$ cat src/rtl/riscv_icu_issue.sv
// riscv_icu_issue -- execute-stage sequencer for the multi-cycle mul/div
// lanes of the integer compute unit.
//
// Takes a decoded mul/div op from ID/EX and latches it with its operands.
// It then gives the compute unit a one-cycle start (ctrl enable bit) and
// holds stall high until the unit reports valid. The result is returned
// with a one-cycle done pulse.
//
// Optional feature (macro RISCV_ICU_DIVZERO_FAST_EN): a divide by zero is
// resolved locally from IDLE straight to DONE and never reaches the unit.
//
// Ports:
//   i_riscv_issue_clk / i_riscv_issue_rst    clock, async active-low reset
//   i_riscv_issue_valid                      EX holds a valid instruction
//   i_riscv_issue_mulctrl / _divctrl         {enable, op[2:0]} from decode
//   i_riscv_issue_funcsel                    output-mux select (00 mul, 01 div, 10 ALU)
//   i_riscv_issue_rs1data / _rs2data         operands
//   i_riscv_issue_flush                      kill the in-flight op
//   i_riscv_issue_icuvalid / _icuresult      compute unit result handshake
//   o_riscv_issue_mulctrl / _divctrl         control to compute unit
//   o_riscv_issue_funcsel                    output-mux select to compute unit
//   o_riscv_issue_alurs1data / _alurs2data   operands to compute unit
//   o_riscv_issue_stall                      freeze IF/ID/EX
//   o_riscv_issue_done                       one-cycle result-valid pulse
//   o_riscv_issue_result                     captured result
module riscv_icu_issue #(
    parameter int XLEN = 64
) (
    input  logic            i_riscv_issue_clk,
    input  logic            i_riscv_issue_rst,
    input  logic            i_riscv_issue_valid,
    input  logic [3:0]      i_riscv_issue_mulctrl,
    input  logic [3:0]      i_riscv_issue_divctrl,
    input  logic [1:0]      i_riscv_issue_funcsel,
    input  logic [XLEN-1:0] i_riscv_issue_rs1data,
    input  logic [XLEN-1:0] i_riscv_issue_rs2data,
    input  logic            i_riscv_issue_flush,
    input  logic            i_riscv_issue_icuvalid,
    input  logic [XLEN-1:0] i_riscv_issue_icuresult,
    output logic [3:0]      o_riscv_issue_mulctrl,
    output logic [3:0]      o_riscv_issue_divctrl,
    output logic [1:0]      o_riscv_issue_funcsel,
    output logic [XLEN-1:0] o_riscv_issue_alurs1data,
    output logic [XLEN-1:0] o_riscv_issue_alurs2data,
    output logic            o_riscv_issue_stall,
    output logic            o_riscv_issue_done,
    output logic [XLEN-1:0] o_riscv_issue_result
);

    typedef enum logic [2:0] {S_IDLE, S_LAUNCH, S_WAIT, S_DRAIN, S_DONE} state_t;

    state_t            state;
    logic [XLEN-1:0]   rs1_q, rs2_q, result_q;
    logic [3:0]        mul_q, div_q;
    logic [1:0]        func_q;

    logic              start, go;
    logic [3:0]        mul_in, div_in;
    logic              fast;
    logic [XLEN-1:0]   fast_result;

    assign start  = i_riscv_issue_valid & (i_riscv_issue_mulctrl[3] | i_riscv_issue_divctrl[3]);
    assign go     = start & ~i_riscv_issue_flush;
    // Only the enabled unit's control is latched; mul takes precedence if
    // decode ever raises both enables.
    assign mul_in = i_riscv_issue_mulctrl[3] ? i_riscv_issue_mulctrl : 4'b0;
    assign div_in = (i_riscv_issue_divctrl[3] & ~i_riscv_issue_mulctrl[3]) ? i_riscv_issue_divctrl : 4'b0;

`ifdef RISCV_ICU_DIVZERO_FAST_EN
    // Zero-divisor results follow the RISC-V rules: quotient all ones,
    // remainder equals the dividend (sign-extended 32-bit for W forms).
    logic div_w, div_rem, div_zero;
    assign div_w    = i_riscv_issue_divctrl[2];
    assign div_rem  = i_riscv_issue_divctrl[1];
    assign div_zero = div_w ? (i_riscv_issue_rs2data[31:0] == 32'b0)
                            : (i_riscv_issue_rs2data == '0);
    assign fast     = go & div_in[3] & div_zero;
    always_comb begin
        fast_result = '1;
        if (div_rem)
            fast_result = div_w ? {{(XLEN-32){i_riscv_issue_rs1data[31]}}, i_riscv_issue_rs1data[31:0]}
                                : i_riscv_issue_rs1data;
    end
`else
    assign fast        = 1'b0;
    assign fast_result = '0;
`endif

    always_ff @(posedge i_riscv_issue_clk or negedge i_riscv_issue_rst) begin
        if (!i_riscv_issue_rst) begin
            state    <= S_IDLE;
            rs1_q    <= '0;
            rs2_q    <= '0;
            result_q <= '0;
            mul_q    <= '0;
            div_q    <= '0;
            func_q   <= '0;
        end else begin
            case (state)
                S_IDLE: if (go) begin
                    rs1_q  <= i_riscv_issue_rs1data;
                    rs2_q  <= i_riscv_issue_rs2data;
                    mul_q  <= mul_in;
                    func_q <= i_riscv_issue_funcsel;
                    if (fast) begin
                        // Enable never reaches the unit for a locally resolved op.
                        div_q    <= '0;
                        result_q <= fast_result;
                        state    <= S_DONE;
                    end else begin
                        div_q <= div_in;
                        state <= S_LAUNCH;
                    end
                end
                S_LAUNCH, S_WAIT: begin
                    // A flush abandons the op, but the unit is still busy.
                    // DRAIN waits for it unless it finishes this same cycle.
                    if (i_riscv_issue_flush)
                        state <= i_riscv_issue_icuvalid ? S_IDLE : S_DRAIN;
                    else if (i_riscv_issue_icuvalid) begin
                        result_q <= i_riscv_issue_icuresult;
                        state    <= S_DONE;
                    end else
                        state <= S_WAIT;
                end
                S_DRAIN: if (i_riscv_issue_icuvalid) state <= S_IDLE;
                S_DONE:  state <= S_IDLE;
                default: state <= S_IDLE;
            endcase
        end
    end

    always_comb begin
        o_riscv_issue_mulctrl    = 4'b0;
        o_riscv_issue_divctrl    = 4'b0;
        o_riscv_issue_funcsel    = func_q;
        o_riscv_issue_alurs1data = rs1_q;
        o_riscv_issue_alurs2data = rs2_q;
        case (state)
            S_IDLE: begin
                o_riscv_issue_funcsel    = i_riscv_issue_funcsel;
                o_riscv_issue_alurs1data = i_riscv_issue_rs1data;
                o_riscv_issue_alurs2data = i_riscv_issue_rs2data;
            end
            S_LAUNCH: begin
                o_riscv_issue_mulctrl = mul_q;
                o_riscv_issue_divctrl = div_q;
            end
            S_WAIT, S_DRAIN: begin
                // The op code stays visible while the enable bit drops.
                o_riscv_issue_mulctrl = {1'b0, mul_q[2:0]};
                o_riscv_issue_divctrl = {1'b0, div_q[2:0]};
            end
            default: ;
        endcase
    end

    assign o_riscv_issue_stall  = ((state == S_IDLE) & go) | (state == S_LAUNCH) |
                                  (state == S_WAIT) | (state == S_DRAIN);
    assign o_riscv_issue_done   = (state == S_DONE);
    assign o_riscv_issue_result = result_q;

endmodule

$ cat config.mk
export PLATFORM = sky130hd
export DESIGN_NAME = riscv_icu_issue
export DESIGN_NICKNAME = d
export VERILOG_FILES = /design/src/rtl/riscv_icu_issue.sv
export SDC_FILE = /design/constraint.sdc
export NUM_CORES = 1
export LEC_CHECK = 0
export CAP_MARGIN = 25
export CORE_AREA = 5 5 163 165
export DETAILED_ROUTE_END_ITERATION = 8
export DIE_AREA = 0 0 168 170
export GPL_TIMING_DRIVEN = 1
export PLACE_DENSITY = 0.83
export SETUP_SLACK_MARGIN = 0.4
export SLEW_MARGIN = 20
export SYNTH_ARGS = -nofsm -noshare
export SYNTH_HDL_FRONTEND = slang
export SYNTH_SLANG_ARGS = --single-unit
$ cat constraint.sdc
create_clock -name i_riscv_issue_clk -period 1.8 [get_ports i_riscv_issue_clk]
set_clock_uncertainty 0.05 [all_clocks]
set_input_delay 0.27 -clock i_riscv_issue_clk [delete_from_list [all_inputs] [get_ports i_riscv_issue_clk]]
set_output_delay 0.27 -clock i_riscv_issue_clk [all_outputs]
set_load 0.02 [all_outputs]
==> summary.txt <==
Status: finished, violations left
Failing checks: setup timing
WL per Instance: 23.60 µm
Ports: 411
Clk buf depth: 3
Routability congestion estimate: 0.7960
Area leader, netlist: dfrtp_1
Min Tclk post-route: 2.477 ns
Share of post-route cells with drive strength above 1: 64.53%
P per Cell Area: 1567 mW/mm²
Tightest hold margin: 0.2408 ns
Max_slew headroom: 65.50%
TritonCTS Buffers: 23
Largest family of logic cells by synthesized area: multiplexers
Post-route ant nets: 0
Warnings from Yosys: 0
Total track usage: 20.97%
CP most frequent cell: buf_6
Hpwl dp: 22.04 mm
Starting DRC count in detailed routing: 322
Filler instances: 1502
Nets@finish: 1426
Vias in the first global route: 7995
Core area: 0.02489 mm²
Max incr delay on CP: 0.42 ns
Via count: 7778
Worst Tran Pin Value: 0.5176 ns
Root Driver: clkbuf_16
Via-to-Cell Ratio: 4.967
Storage element area: 0.005130 mm²
Critical Path AT: 2.16 ns
Simple-Gate Fraction of Synth Area: 1.430%
Die X: 168 µm
Setup crit end kind: output port
Synth unique cells: 24
Worst skew pair latency: 0.51 ns
Setup TNS: -157.42 ns
Post-synthesis sequential area ratio: 55.32%
Worst path required time: 1.48 ns
Post-synth top area share: 55.32%
Synthesized area: 0.009274 mm²
H-tree Lvls: 1
DRT Pass-1 Iters: 4
Reg-to-reg critical path endpoint: rs2_q[46]
Hold Violations, Final: 0
CTS tree: built
Syn avg cell area: 15.10 µm²
Worst r2r src: state[2]
Reg clk slew, reported paths: 0.06 ns
HP Class: in2async
Overall routed net length: 36.96 mm
Number of setup violations in the final report: 342
Clock sinks: 205
Initial core utilization: 37.26%
I/O Buffers: 410
Largest cells by area after synthesis: dfrtp_1, mux2_2, mux2_1
Final cell count without fillers: 1566
CP Max Fanout: 6
Fmax: 403.7 MHz
Post-synthesis mux area share: 39.91%
R2R depth: 11
Die area: 0.02856 mm²
Most frequent cells in the layout: mux2_4, dfrtp_1, clkdlybuf4s50_1
CP max stage cell: dfrtp_1
Placed insts: 1415
Setup WS pre-CTS: -0.5073 ns
Die height: 170 µm
Final core occ: 73.23%
RSZ-0062 raised after global routing: true
Largest net degree at the start of global routing: 54
Register bit total from synthesis: 205
Tcrit/Tclk final: 137.6%
Crit Path Class: reg2out
Crit path cell chain: nor3_4 > buf_6 > buf_12 > buf_8 > clkbuf_16 > mux2_4 > buf_6
Worst vdd ir: 0.001209 V
P_leak: 8.733 nW
R2R Setup Slk: -0.53 ns
Initial antenna violation count: 1
Post-Syn Nets: 821
Compound-gate portion of the synthesized area: 0.6206%
Commonest non-fill, non-tap cell in the layout: mux2_4
Row count: 58
Total gr overflow: 0
Multi-input logic area: 0.005036 mm²
Global-route wire length before repair: 47.70 mm
Max-slew violation count: 0
Drt drc: 0
Setup slack after layout: -0.6769 ns
Synth Area in XOR/XNOR: 0.09444%
Adder-Cell Fraction of Synth Area: 0%
Cells after Synth: 614
Max-cap violations: 0
Area grow syn2layout: 96.56%
Kind of start point of the critical path: register
==> where the power goes <==
part / internal (mW) / switching, mW / total (mW)
registers: 6.65 / 1.40 / 8.05
logic: 9.38 / 6.22 / 15.6
clock network: 2.91 / 2.01 / 4.92
total: 18.9 / 9.63 / 28.6
==> routing by layer <==
| layer | global-route usage [%] | share of wire [%] | routed length [µm] | vias up |
|---|---|---|---|---|
| met5 | 0 | 0 | 0 | - |
| met4 | 5.469 | 2.8 | 1047 | 0 |
| met3 | 4.739 | 5.9 | 2164 | 62 |
| met2 | 37.89 | 53 | 19610 | 298 |
| met1 | 25.37 | 38 | 14140 | 3998 |
| li1 | - | - | - | 3420 |
==> cells in the mapped netlist, drive strengths merged <==
cell type,instances
o211ai,1
o21ai,4
xor2,1
nor3,8
o21bai,1
nor2b,2
nor2,3
a21oi,1
mux2i,3
mux2,326
a21o,1
and2,1
buf,31
o211a,1
inv,7
clkbuf,8
dfrtp,205
nand4,3
and3,2
nand3,1
nand2,4
==> layout make-up <==
type / instances / share of cell area, %
multi-input combinational: 363 / 27.63
tap: 330 / 2.265
clock buffer: 27 / 3.404
inverter: 7 / 0.1441
clock inverter: 14 / 0.8786
antenna: 1 / 0.01373
sequential: 205 / 28.14
timing repair buffer: 619 / 37.52
==> sequential cells by signal (all words and copies together), names as in the netlist <==
signal,count
func_q,2
rs2_q,64
rs1_q,64
div_q,4
state,3
o_riscv_issue_result,64
mul_q,4
==> timing repair <==
item,4_1_cts,5_1_grt
cloned,8,26
hold buffers,1,0
pin swaps,2,12
endpoints found under the setup margin,408,408
gates resized for setup,632,637
buffers inserted,14,60
endpoints found under the hold margin,45,0
==> critical path: cells and delay by family, from the launching register on <==
kind                   cells  cell delay [ns]
flip-flops                 1             0.42
AND/OR/NAND/NOR            1             0.20
buffers and inverters      5             0.71
multiplexers               1             0.32
==> kinds of logic (layout without fill, tap and decap cells) <==
logic type,count (synthesis),after routing
multiplexers,329,329
flip-flops,205,205
buffers and inverters,46,667
AND/OR/NAND/NOR,24,24
AO/OA/AOI/OAI,9,9
XOR/XNOR,1,1
other,0,1
==> how the worst max path moves through the flow <==
stage	start	endpoint	slack (ns)	cells after the start
2_1_floorplan	state[1]	o_riscv_issue_alurs1data[0]	-0.01	5
3_3_place_gp	state[2]	o_riscv_issue_alurs2data[51]	-0.49	5
3_5_place_dp	state[2]	o_riscv_issue_alurs2data[23]	-0.51	5
4_1_cts	state[0]	o_riscv_issue_alurs2data[42]	-0.72	6
5_1_grt	state[2]	o_riscv_issue_alurs1data[10]	-0.75	7
6_report	state[2]	o_riscv_issue_alurs1data[10]	-0.68	7
==> metrics by stage <==
stage | cell area [µm²] | total power, mW
6_report | 18230 | 28.56
5_1_grt | 18230 | 29.66
2_1_floorplan | 10290 | 15.12
3_3_place_gp | 15240 | 20.22
3_5_place_dp | 15240 | 20.48
4_1_cts | 16060 | 25.57
Note: power is estimated with default switching activity, not from simulation.
